===== src/rtl/sync_fifo_if.sv =====
// Producer/consumer signal bundle for sync_fifo.
// The signal names match the flat ports of the original module.
interface sync_fifo_if #(
    parameter int unsigned DATA_WIDTH = 8
);
    logic                  write_en_i;
    logic                  read_en_i;
    logic [DATA_WIDTH-1:0] write_data_i;
    logic [DATA_WIDTH-1:0] read_data_o;
    logic                  empty_o;
    logic                  full_o;

    modport master (
        output write_en_i, read_en_i, write_data_i,
        input  read_data_o, empty_o, full_o
    );

    modport slave (
        input  write_en_i, read_en_i, write_data_i,
        output read_data_o, empty_o, full_o
    );
endinterface


===== src/rtl/sync_fifo.sv =====
// Single-clock FIFO with registered read data and registered empty/full flags.
// Writes to a full FIFO and reads from an empty FIFO are dropped without side effects.
module sync_fifo #(
    parameter int unsigned DATA_WIDTH = 8,
    parameter int unsigned ADDR_WIDTH = 4
) (
    input  logic       clk_i,
    input  logic       reset_i,
    sync_fifo_if.slave fifo
);
    localparam int unsigned DEPTH = 1 << ADDR_WIDTH;
    localparam logic [ADDR_WIDTH:0]   DEPTH_CNT = {1'b1, {ADDR_WIDTH{1'b0}}};
    localparam logic [ADDR_WIDTH-1:0] PTR_ONE   = ADDR_WIDTH'(1);
    localparam logic [ADDR_WIDTH:0]   CNT_ONE   = (ADDR_WIDTH + 1)'(1);

    logic [DATA_WIDTH-1:0] mem_q [DEPTH];

    logic [ADDR_WIDTH-1:0] wr_ptr_q, wr_ptr_d;
    logic [ADDR_WIDTH-1:0] rd_ptr_q, rd_ptr_d;
    logic [ADDR_WIDTH:0]   count_q, count_d;
    logic [DATA_WIDTH-1:0] rd_data_q, rd_data_d;
    logic                  empty_q, empty_d;
    logic                  full_q, full_d;
    logic                  wr_acc, rd_acc;

    // Acceptance uses the registered flags, i.e. the state before this edge.
    always_comb begin
        wr_acc    = fifo.write_en_i && !full_q;
        rd_acc    = fifo.read_en_i && !empty_q;
        wr_ptr_d  = wr_acc ? wr_ptr_q + PTR_ONE : wr_ptr_q;
        rd_ptr_d  = rd_acc ? rd_ptr_q + PTR_ONE : rd_ptr_q;
        rd_data_d = rd_acc ? mem_q[rd_ptr_q] : rd_data_q;
        count_d   = count_q;
        case ({wr_acc, rd_acc})
            2'b10:   count_d = count_q + CNT_ONE;
            2'b01:   count_d = count_q - CNT_ONE;
            default: count_d = count_q;
        endcase
        empty_d = (count_d == '0);
        full_d  = (count_d == DEPTH_CNT);
    end

    always_ff @(posedge clk_i) begin
        if (reset_i) begin
            wr_ptr_q  <= '0;
            rd_ptr_q  <= '0;
            count_q   <= '0;
            rd_data_q <= '0;
            empty_q   <= 1'b1;
            full_q    <= 1'b0;
        end else begin
            wr_ptr_q  <= wr_ptr_d;
            rd_ptr_q  <= rd_ptr_d;
            count_q   <= count_d;
            rd_data_q <= rd_data_d;
            empty_q   <= empty_d;
            full_q    <= full_d;
        end
    end

    // Storage is not reset; a write coinciding with reset is discarded.
    always_ff @(posedge clk_i) begin
        if (wr_acc && !reset_i) begin
            mem_q[wr_ptr_q] <= fifo.write_data_i;
        end
    end

    assign fifo.read_data_o = rd_data_q;
    assign fifo.empty_o     = empty_q;
    assign fifo.full_o      = full_q;
endmodule


===== src/flat_wrapper.sv =====
// flat-port wrapper written by rule: the top's interface ports become plain ports
module sync_fifo_flat 
#(
    parameter int unsigned DATA_WIDTH = 8,
    parameter int unsigned ADDR_WIDTH = 4
)
  (clk_i, reset_i, fifo_write_en_i, fifo_read_en_i, fifo_write_data_i, fifo_read_data_o, fifo_empty_o, fifo_full_o);
  sync_fifo_if #(.DATA_WIDTH(DATA_WIDTH)) fifo_i ();
  input  logic clk_i;
  input  logic reset_i;
  input wire logic [$bits(fifo_i.write_en_i)-1:0] fifo_write_en_i;
  input wire logic [$bits(fifo_i.read_en_i)-1:0] fifo_read_en_i;
  input wire logic [$bits(fifo_i.write_data_i)-1:0] fifo_write_data_i;
  output wire logic [$bits(fifo_i.read_data_o)-1:0] fifo_read_data_o;
  output wire logic [$bits(fifo_i.empty_o)-1:0] fifo_empty_o;
  output wire logic [$bits(fifo_i.full_o)-1:0] fifo_full_o;
  assign fifo_i.write_en_i = fifo_write_en_i;
  assign fifo_i.read_en_i = fifo_read_en_i;
  assign fifo_i.write_data_i = fifo_write_data_i;
  assign fifo_read_data_o = fifo_i.read_data_o;
  assign fifo_empty_o = fifo_i.empty_o;
  assign fifo_full_o = fifo_i.full_o;
  sync_fifo #(.DATA_WIDTH(DATA_WIDTH), .ADDR_WIDTH(ADDR_WIDTH)) u_core (.clk_i(clk_i), .reset_i(reset_i), .fifo(fifo_i));
endmodule

===== config.mk =====
export PLATFORM = sky130hd
export DESIGN_NAME = sync_fifo_flat
export DESIGN_NICKNAME = d
export VERILOG_FILES = /design/src/rtl/sync_fifo_if.sv /design/src/rtl/sync_fifo.sv /design/src/flat_wrapper.sv
export SDC_FILE = /design/constraint.sdc
export NUM_CORES = 1
export LEC_CHECK = 0
export ABC_AREA = 1
export BUFFER_PORTS_ARGS = -buffer_cell sky130_fd_sc_hd__clkbuf_2
export CAP_MARGIN = 20
export CORE_MARGIN = 2
export CORE_UTILIZATION = 50
export CTS_CLUSTER_DIAMETER = 150
export CTS_CLUSTER_SIZE = 25
export DETAILED_ROUTE_END_ITERATION = 7
export GPL_TIMING_DRIVEN = 0
export PLACE_DENSITY = 0.75
export SKIP_CTS_REPAIR_TIMING = 1
export SLEW_MARGIN = 20
export SYNTH_ARGS = -nofsm -noshare
export SYNTH_HDL_FRONTEND = slang
export SYNTH_SLANG_ARGS = --single-unit

===== constraint.sdc =====
create_clock -name clk_i -period 2.5 [get_ports clk_i]
set_clock_uncertainty 0.2 [all_clocks]
set_input_delay 0.125 -clock clk_i [delete_from_list [all_inputs] [get_ports clk_i]]
set_output_delay 0.125 -clock clk_i [all_outputs]
set_load 0.05 [all_outputs]

==> run_results.csv <==
group,metric,value,unit
clock_tree,htree_levels,4,
route,num_vias,4381,
floorplanning,core-area,0.0121,mm2
setup_path,cp_slowest_cell,"clkbuf_1",
clock_tree,cts_tree,"done",
route,first_pass_iters,5,
route,drt_iter0_markers,533,
route,antenna_left,0,
place,place_ws,0.290,ns
global_routing,grt_max_degree,17,
synth,ys.flop_type,"edfxtp_1",
finish,areaGrowthSynthToFinish,17.4,%
timing,post-route-period-util,91.8,%
timing,period_needed,2.30,ns
global_routing,track_usage,23.0,%
clock_tree,worstSkewPairLatency,0.42,ns
finish,fin_nets,595,
timing,rsz0062_at_grt,"no",
synth,synth_enable_flop_cells,128,
synth,syn-mean-instance-area,11.9,um2
floorplanning,start_util,51.5,%
floorplanning,die-height,116,um
synth,syn-instance-count,526,
timing,setup_viol,0,
timing,setup-tns-final,0,ns
clock_tree,cts.sinks,151,
setup_path,critPathMaxFanout,10,
synth,yosysMostFrequentCell,"edfxtp_1",
setup_path,r2r_start,"u_core.rd_ptr_q[2]$_SDFFE_PP0P_",
hold_path,worstHoldPathCells,1,
finish,multiInputGateArea,0.00166,mm2
synth,netlist.area_leader.share,61.6,%
finish,fillers,945,
finish,register_area,0.00430,mm2
setup_path,critPathKind,"reg2reg",
global_routing,grt_pass1_wl,22.4,mm
power_and_ir_drop,powerDensity,916,mW/mm2
route,drt-vias-per-instance,5.79,
setup_path,slowest_delay,0.57,ns
timing,tightest_slew,0.898,ns
setup_path,cp_top_family,"buffers and inverters",
place,io_buffers,21,
global_routing,grt_pass1_vias,4302,
synth,synthTopCellsByCount,"edfxtp_1, nor2_1, o21ai_0",
synth,synthArstFlopShare,0,%
setup_path,reg2reg_slack,0.20,ns
finish,drive_above_1_share,16.5,%
setup_path,worstPathRequired,2.62,ns
setup_path,path_cells,"buf_2 > inv_2 > clkbuf_1 > o221ai_1 > nand3_1 > nand3_1 > nand2_1 > inv_1",
place,routabilityCongestion,0.836,
global_routing,antenna_found_initial,0,
floorplanning,num_rows,40,
route,wl,14.5,mm
floorplanning,die_area,0.0134,mm2
clock_tree,cts_made_buffers,17,
setup_path,r2r.worst_path.cells,8,
hold_path,holdPathEnd,"u_core.mem_q[11][1]$_DFFE_PP_",
run,maxCapViolCount,0,
floorplanning,io_pins,22,
floorplanning,fp.dieW,116,um
clock_tree,clock_path_buffers,2,
finish,antenna_cells,0,
synth,yosysSeqAreaShare,69.0,%
setup_path,start_kind,"flop",
power_and_ir_drop,leakagePower,2.60,nW
synth,yosys.area.top_type,"edfxtp_1",
outcome,status,"finished clean",
timing,whs,0.0000357,ns
hold_path,holdCritStartpoint,"fifo_write_data_i[1]",
place,post-dp-hpwl,9.33,mm
timing,slew_violations,0,
route,wire_per_inst,19.2,um
synth,yosys_warnings,0,
timing,hold_violations,0,
synth,synth.cell_area,0.00623,mm2
setup_path,critPathBufInv,4,
synth,synth-seq-cells,151,
synth,yosys-top-cells-area,"edfxtp_1, dfxtp_1, nor2_1",
synth,yosysUniqueCellTypes,28,
setup_path,crit_top_cell,"nand3_1",
finish,fin_util,60.4,%
timing,setup_slack,0.204,ns
synth,syn-num-nets,546,
setup_path,crit_path_end_kind,"flop",
power_and_ir_drop,vdd.ir_drop.worst,0.000570,V
global_routing,overflow,0,
setup_path,rr_endpoint,"u_core.fifo.read_data_o[2]$_SDFFE_PP0P_",
clock_tree,cts_root_buf,"clkbuf_16",
timing,slew_headroom,39.9,%
timing,fmax,0.436,GHz
route,drc_errors,0,
clock_tree,cts.reportedPaths.clkPinSlew,0.06,ns
setup_path,critPathArrivalTime,2.41,ns
hold_path,hp-class,"in2reg",
## state kept, by name (all words and copies together), names as in the netlist
register                 flops
u_core.mem_q               128
u_core.rd_ptr_q              4
u_core.count_q               5
u_core.fifo.read_data_o      8
u_core.fifo.empty_o          1
u_core.wr_ptr_q              4
u_core.fifo.full_o           1
## kinds of logic (layout without fill, tap and decap cells)
kind of cell    after synthesis  in the layout  share of synthesized area, %
flops                       151            151                          69.0
fa+ha+maj                     8              8                          1.61
xor+xnor                      2              2                         0.281
simple gates                182            182                          12.1
compound gates              121            121                          12.0
buf+inv                      62            124                          4.94
## report_power, final
| part | switching (W) | internal [W] |
|---|---|---|
| clock | 0.000959 | 0.00177 |
| sequential | 0.0000548 | 0.00281 |
| combinational | 0.000772 | 0.000339 |
| total | 0.00179 | 0.00491 |
## cell type report
class,count,share of cell area (%)
sequential,151,58.8
multi-input combinational,313,22.7
clock buffer,19,5.92
tap,168,2.87
clock inverter,13,2.80
timing repair buffer,30,2.67
buffer,29,2.48
inverter,33,1.73
## placed cells by master (no fill, tap or decap), types with 8 or more instances in the layout
cell type,n
o21ai_1,25
clkbuf_2,21
edfxtp_1,128
ha_1,8
a21oi_1,8
buf_2,10
clkbuf_16,17
dlygate4sd3_1,9
nor2_1,97
dfxtp_1,23
clkbuf_1,13
nand2_1,39
inv_1,25
nand3_1,28
nor3_2,8
o221ai_1,24
o22ai_1,8
o21ai_0,48
## worst max-delay path by stage
stage / start / end / slack, ns / depth (start not counted)
5_1_grt: u_core.fifo.empty_o$_SDFF_PP1_ / u_core.fifo.empty_o$_SDFF_PP1_ / 0.07 / 9
2_1_floorplan: u_core.fifo.empty_o$_SDFF_PP1_ / u_core.fifo.empty_o$_SDFF_PP1_ / 0.30 / 9
4_1_cts: u_core.fifo.empty_o$_SDFF_PP1_ / u_core.fifo.empty_o$_SDFF_PP1_ / 0.27 / 9
3_5_place_dp: u_core.fifo.empty_o$_SDFF_PP1_ / u_core.fifo.empty_o$_SDFF_PP1_ / 0.29 / 9
6_report: u_core.rd_ptr_q[2]$_SDFFE_PP0P_ / u_core.fifo.read_data_o[2]$_SDFFE_PP0P_ / 0.20 / 8
3_3_place_gp: u_core.fifo.full_o$_SDFF_PP0_ / u_core.mem_q[14][7]$_DFFE_PP_ / 0.07 / 5
## per-stage QoR
step,instances,total power [W],cell area (um2)
after global placement,715,0.00394,6550
after CTS,747,0.00668,7230
after global routing,756,0.00694,7320
final,756,0.00670,7320
after detailed placement,715,0.00399,6590
after floorplan,526,0.00366,6230
## layer usage
layer | wire length [um] | track usage (%) | vias to the layer above | share of wire [%]
li1 | - | - | 1996 | -
met1 | 5700 | 29.7 | 2128 | 39
met2 | 7220 | 37.9 | 216 | 50
met3 | 1230 | 5.60 | 41 | 8.5
met4 | 354 | 8.97 | 0 | 2.4
met5 | 0 | 0 | - | 0
No activity file was read; power rests on OpenSTA's default activity.
